`src/rtl/acc_seq_if.sv`:
```
// Sequencer-side bundle: sweep control/status plus the pmem read port and SFP strobes.
// With ACC_SEQ_HOLD_EN defined the bundle also carries the downstream 'hold' input.
interface acc_seq_if #(
  parameter int addr_bw = 11,
  parameter int idx_bw  = 4
);
  logic               start;
  logic               busy;
  logic               done;
  logic               CEN_pmem;
  logic               WEN_pmem;
  logic [addr_bw-1:0] A_pmem;
  logic               acc;
  logic               acc_clr;
  logic               pix_valid;
  logic [idx_bw-1:0]  pix_idx;
`ifdef ACC_SEQ_HOLD_EN
  logic               hold;

  modport master (
    input  start, hold,
    output busy, done, CEN_pmem, WEN_pmem, A_pmem, acc, acc_clr, pix_valid, pix_idx
  );
  modport slave (
    output start, hold,
    input  busy, done, CEN_pmem, WEN_pmem, A_pmem, acc, acc_clr, pix_valid, pix_idx
  );
`else
  modport master (
    input  start,
    output busy, done, CEN_pmem, WEN_pmem, A_pmem, acc, acc_clr, pix_valid, pix_idx
  );
  modport slave (
    output start,
    input  busy, done, CEN_pmem, WEN_pmem, A_pmem, acc, acc_clr, pix_valid, pix_idx
  );
`endif
endinterface

```
`src/rtl/acc_seq.sv`:
```
// Accumulation read sequencer: per output pixel, clear SFP, issue the nine kij pmem reads, strobe acc, emit.
// Optional ACC_SEQ_HOLD_EN adds a 'hold' input that stretches EMIT (downstream backpressure).
module acc_seq #(
  parameter int len_kij_sqrt  = 3,
  parameter int len_onij_sqrt = 4,
  parameter int kij_stride    = 37,
  parameter int addr_bw       = 11,
  parameter int idx_bw        = 4
) (
  input  logic     clk,
  input  logic     reset,
  acc_seq_if.master bus
);
  localparam int len_nij_sqrt = len_onij_sqrt + len_kij_sqrt - 1;
  localparam int len_kij      = len_kij_sqrt * len_kij_sqrt;
  localparam int len_onij     = len_onij_sqrt * len_onij_sqrt;
  localparam int kij_bw       = $clog2(len_kij);

  localparam logic [kij_bw-1:0] KIJ_LAST = kij_bw'(len_kij - 1);
  localparam logic [idx_bw-1:0] PIX_LAST = idx_bw'(len_onij - 1);

  typedef enum logic [2:0] {IDLE, CLR, READ, DRAIN, EMIT} state_t;

  state_t             state_q;
  logic [kij_bw-1:0]  kij_q;
  logic [idx_bw-1:0]  pix_q;
  logic               cen_q;
  logic [addr_bw-1:0] a_q;
  logic               acc_q;
  logic               clr_q;
  logic               valid_q;
  logic               busy_q;
  logic               done_q;
  logic               hold_w;

`ifdef ACC_SEQ_HOLD_EN
  assign hold_w = bus.hold;
`else
  assign hold_w = 1'b0;
`endif

  // Full-precision address, truncated only on return.
  function automatic logic [addr_bw-1:0] pmem_addr(input int pix, input int kij);
    int full;
    full = kij * kij_stride
         + (pix / len_onij_sqrt + kij / len_kij_sqrt) * len_nij_sqrt
         + (pix % len_onij_sqrt) + (kij % len_kij_sqrt);
    return addr_bw'(full);
  endfunction

  always_ff @(posedge clk or negedge reset) begin
    if (!reset) begin
      state_q <= IDLE;
      kij_q   <= '0;
      pix_q   <= '0;
      cen_q   <= 1'b1;
      a_q     <= '0;
      acc_q   <= 1'b0;
      clr_q   <= 1'b0;
      valid_q <= 1'b0;
      busy_q  <= 1'b0;
      done_q  <= 1'b0;
    end else begin
      // acc tracks the read issued one cycle earlier (1-cycle pmem latency).
      acc_q  <= ~cen_q;
      done_q <= 1'b0;
      case (state_q)
        IDLE: begin
          if (bus.start) begin
            state_q <= CLR;
            pix_q   <= '0;
            clr_q   <= 1'b1;
            busy_q  <= 1'b1;
          end
        end
        CLR: begin
          clr_q   <= 1'b0;
          kij_q   <= '0;
          cen_q   <= 1'b0;
          a_q     <= pmem_addr(int'(pix_q), 0);
          state_q <= READ;
        end
        READ: begin
          if (kij_q == KIJ_LAST) begin
            cen_q   <= 1'b1;
            state_q <= DRAIN;
          end else begin
            kij_q <= kij_q + 1'b1;
            a_q   <= pmem_addr(int'(pix_q), int'(kij_q) + 1);
          end
        end
        DRAIN: begin
          valid_q <= 1'b1;
          state_q <= EMIT;
        end
        EMIT: begin
          if (!hold_w) begin
            valid_q <= 1'b0;
            if (pix_q == PIX_LAST) begin
              state_q <= IDLE;
              busy_q  <= 1'b0;
              done_q  <= 1'b1;
            end else begin
              pix_q   <= pix_q + 1'b1;
              clr_q   <= 1'b1;
              state_q <= CLR;
            end
          end
        end
        default: state_q <= IDLE;
      endcase
    end
  end

  assign bus.busy      = busy_q;
  assign bus.done      = done_q;
  assign bus.CEN_pmem  = cen_q;
  assign bus.WEN_pmem  = 1'b1;
  assign bus.A_pmem    = a_q;
  assign bus.acc       = acc_q;
  assign bus.acc_clr   = clr_q;
  assign bus.pix_valid = valid_q;
  assign bus.pix_idx   = pix_q;
endmodule

```
`src/flat_wrapper.sv`:
```
// flat-port wrapper written by rule: the top's interface ports become plain ports
module acc_seq_flat 
#(
  parameter int len_kij_sqrt  = 3,
  parameter int len_onij_sqrt = 4,
  parameter int kij_stride    = 37,
  parameter int addr_bw       = 11,
  parameter int idx_bw        = 4
)
  (clk, reset, bus_start, bus_busy, bus_done, bus_CEN_pmem, bus_WEN_pmem, bus_A_pmem, bus_acc, bus_acc_clr, bus_pix_valid, bus_pix_idx);
  acc_seq_if #(.addr_bw(addr_bw), .idx_bw(idx_bw)) bus_i ();
  input  logic clk;
  input  logic reset;
  input wire logic [$bits(bus_i.start)-1:0] bus_start;
  output wire logic [$bits(bus_i.busy)-1:0] bus_busy;
  output wire logic [$bits(bus_i.done)-1:0] bus_done;
  output wire logic [$bits(bus_i.CEN_pmem)-1:0] bus_CEN_pmem;
  output wire logic [$bits(bus_i.WEN_pmem)-1:0] bus_WEN_pmem;
  output wire logic [$bits(bus_i.A_pmem)-1:0] bus_A_pmem;
  output wire logic [$bits(bus_i.acc)-1:0] bus_acc;
  output wire logic [$bits(bus_i.acc_clr)-1:0] bus_acc_clr;
  output wire logic [$bits(bus_i.pix_valid)-1:0] bus_pix_valid;
  output wire logic [$bits(bus_i.pix_idx)-1:0] bus_pix_idx;
  assign bus_i.start = bus_start;
  assign bus_busy = bus_i.busy;
  assign bus_done = bus_i.done;
  assign bus_CEN_pmem = bus_i.CEN_pmem;
  assign bus_WEN_pmem = bus_i.WEN_pmem;
  assign bus_A_pmem = bus_i.A_pmem;
  assign bus_acc = bus_i.acc;
  assign bus_acc_clr = bus_i.acc_clr;
  assign bus_pix_valid = bus_i.pix_valid;
  assign bus_pix_idx = bus_i.pix_idx;
  acc_seq #(.len_kij_sqrt(len_kij_sqrt), .len_onij_sqrt(len_onij_sqrt), .kij_stride(kij_stride), .addr_bw(addr_bw), .idx_bw(idx_bw)) u_core (.clk(clk), .reset(reset), .bus(bus_i));
endmodule
```
`config.mk`:
```
export PLATFORM = sky130hd
export DESIGN_NAME = acc_seq_flat
export DESIGN_NICKNAME = d
export VERILOG_FILES = /design/src/rtl/acc_seq_if.sv /design/src/rtl/acc_seq.sv /design/src/flat_wrapper.sv
export SDC_FILE = /design/constraint.sdc
export NUM_CORES = 1
export LEC_CHECK = 0
export CAP_MARGIN = 20
export CORE_MARGIN = 4
export CORE_UTILIZATION = 55
export CTS_BUF_LIST = sky130_fd_sc_hd__clkbuf_8
export DETAILED_ROUTE_END_ITERATION = 6
export PLACE_DENSITY = 0.75
export SKIP_LAST_GASP = 1
export SYNTH_ARGS = -nofsm -noshare
export SYNTH_HDL_FRONTEND = slang
export SYNTH_SLANG_ARGS = --single-unit
```
`constraint.sdc`:
```
create_clock -name clk -period 11.7 [get_ports clk]
set_input_delay 2.925 -clock clk [delete_from_list [all_inputs] [get_ports clk]]
set_output_delay 2.925 -clock clk [all_outputs]
set_load 0.03 [all_outputs]
```
==> results.cfg <==
[logic_synthesis]
syn-num-nets = 479
yosysSeqAreaShare_pct = 20.59
synthTopCellsByCount = inv_1, ha_1, nand2_1, o21ai_0, a21oi_1
synth_edf_count = 0
synth.most_common_cell = inv_1
postSynthCellCount = 410
yosysUniqueCellTypes = 62
synthTopCellsByArea = dfrtp_1, ha_1, fa_1, inv_1, o21ai_0
syn_area_sq_um = 3410
yosysTopAreaCell = dfrtp_1
yosys_register_bits = 28
async_flop_share_pct = 100.0
yosysWarnings = 0
synth_area_per_cell_sq_um = 8.316
synth_top_area_share_pct = 19.82
synthFlopType = dfrtp_1

[floorplanning]
dieArea_sq_um = 7523
die_h_microns = 86.74
placementRows = 28
die_w_microns = 86.74
io_pins = 25
initial_core_util_pct = 57.25
core_area_sq_um = 5956

[worst_hold_path]
hp-class = reg2reg

[finish]
seqCellArea_sq_um = 701.9
drive_above_1_share_pct = 4.728
area.growth.synth_to_final_pct = 9.138
post-route-util_pct = 62.48
num_antenna_cells = 0
nets = 493
multi_input_area_sq_um = 2430
num-fill-cells = 537

[sta]
min_period_ns = 9.647
finalCritPeriodShare_pct = 82.46
clock_skew_ns = 0.006280
slew_headroom_pct = 32.06
hold_ws_ns = 0.4760
maxSlewViolCount = 0
fin_setup_tns_ns = 0
setup_viol = 0
hold_viol_final = 0
worst_pin_slew_ns = 1.019
rsz0062_at_grt = false
max_freq_mhz = 103.7

[worst_setup_path]
path_class = reg2reg
arrival_ns = 9.79
cp-start-kind = register
cp_num_buf_inv = 4
cp-end-kind = register
critPathTopFamily = adder cells
critical_path_required_ns = 11.84
crit_fanout = 20
critPathMaxStageDelay_ns = 0.71
path_common_cell = ha_1
crit_path_top_delay_cell = dfrtp_1

[detailed_routing]
drc = 0
drt_wl_total_mm = 7.921
top_layer = met4
viasPerCell = 5.892
met3_length_microns = 351
num_vias = 2934
drt_iter0_drc = 170
wl_met1_mm = 3.602
dr_wl_met2_mm = 3.838
first_pass_iters = 5
postRouteAntennaNets = 0
wl_per_cell_microns = 15.91

[clock_network]
cts.htree.levels = 1
postCtsHoldBufs = 0
clock_path_buffers = 2
clkTransAtPathRegs_ns = 0.10
cts_tree = done
cts_resized = 0
post_cts_buffers = 0
cts-buffers-inserted = 3
cts-root-buf = clkbuf_8
insertion_delay_ns = 0.28
cts.sinks = 28

[global_routing]
grt_start_max_net_pins = 29
grt_pass1_wl_mm = 13.38
track_usage_pct = 22.18
grt_pass1_vias = 2782
antenna_found_initial = 0
grt-ovfl-total = 0

[placement]
numPortBuffers = 23
dp_hpwl_mm = 6.355
gp_congestion = 0.9271

[run_status]
status = complete, no violations

[run]
maxCapViolCount = 0
## layout make-up
type                       instances  area share, %
multi-input combinational        313          65.30
sequential                        28          18.86
timing repair buffer              24          6.389
inverter                          54          5.447
tap                               75          2.522
clock buffer                       4          1.479
## state kept, by name, summed over array words and instances, names as in the netlist
name,count
u_core.state_q,3
u_core.bus.busy,1
u_core.bus.pix_idx,4
u_core.bus.CEN_pmem,1
u_core.bus.pix_valid,1
u_core.kij_q,4
u_core.bus.done,1
u_core.bus.A_pmem,11
u_core.bus.acc_clr,1
u_core.bus.acc,1
## layer usage
layer | track usage, % | up-vias
met2 | 37.69 | 89
met3 | 2.662 | 13
met1 | 30.40 | 1388
met4 | 4.533 | 0
li1 | - | 1444
met5 | 0 | -
## cells by family after synthesis
family	Yosys count	share of synthesized area (%)
AND/OR/NAND/NOR	114	16.11
AO/OA/AOI/OAI	109	20.81
buffers and inverters	69	8.147
adder cells (fa/ha/maj)	66	27.74
flip-flops	28	20.59
XOR/XNOR	15	3.853
multiplexers	8	2.642
other	1	0.1100
## through the flow
step	cells	setup WS, ns	instance area (sq um)
floorplan	410	3.576	3410
global placement	494	2.574	3666
detailed placement	494	2.193	3666
CTS	498	2.145	3721
global route	498	1.471	3721
finish	498	2.053	3721
## final timing paths
kind | depth (start not counted) | endpoint | slack (ns) | startpoint
max | 34 | u_core.bus.A_pmem[10]$_DFFE_PN0P_ | 2.05 | u_core.kij_q[0]$_DFFE_PN0P_
min | 1 | u_core.bus.acc$_DFF_PN0_ | 0.48 | u_core.bus.CEN_pmem$_DFFE_PN1P_
max reg2reg | 34 | u_core.bus.A_pmem[10]$_DFFE_PN0P_ | 2.05 | u_core.kij_q[0]$_DFFE_PN0P_
min reg2reg | 1 | u_core.bus.acc$_DFF_PN0_ | 0.48 | u_core.bus.CEN_pmem$_DFFE_PN1P_
max in group asynchronous | 2 | u_core.bus.CEN_pmem$_DFFE_PN1P_ | 8.38 | reset
min in group asynchronous | 2 | u_core.bus.A_pmem[6]$_DFFE_PN0P_ | 3.02 | reset
## layout by cell type (no fill, tap or decap), types with 4 or more instances in the layout
cell type	Yosys	final
inv_1	54	54
ha_1	50	50
nand2_1	36	36
o21ai_0	31	31
a21oi_1	28	28
dfrtp_1	27	27
nor2_1	23	23
clkdlybuf4s50_1	0	23
fa_1	16	16
nand3_1	14	14
xnor2_1	11	11
a31oi_1	8	8
nand2b_1	7	7
nor3_1	6	6
mux2i_1	6	6
a21o_1	6	6
nor2b_1	5	5
and3_1	5	5
and2_1	5	5
xor2_1	4	4
clkbuf_8	0	4
Power is left out: the tool's default activity adds up to more than one toggle a clock period on the data nets, which glitch-free logic cannot reach.
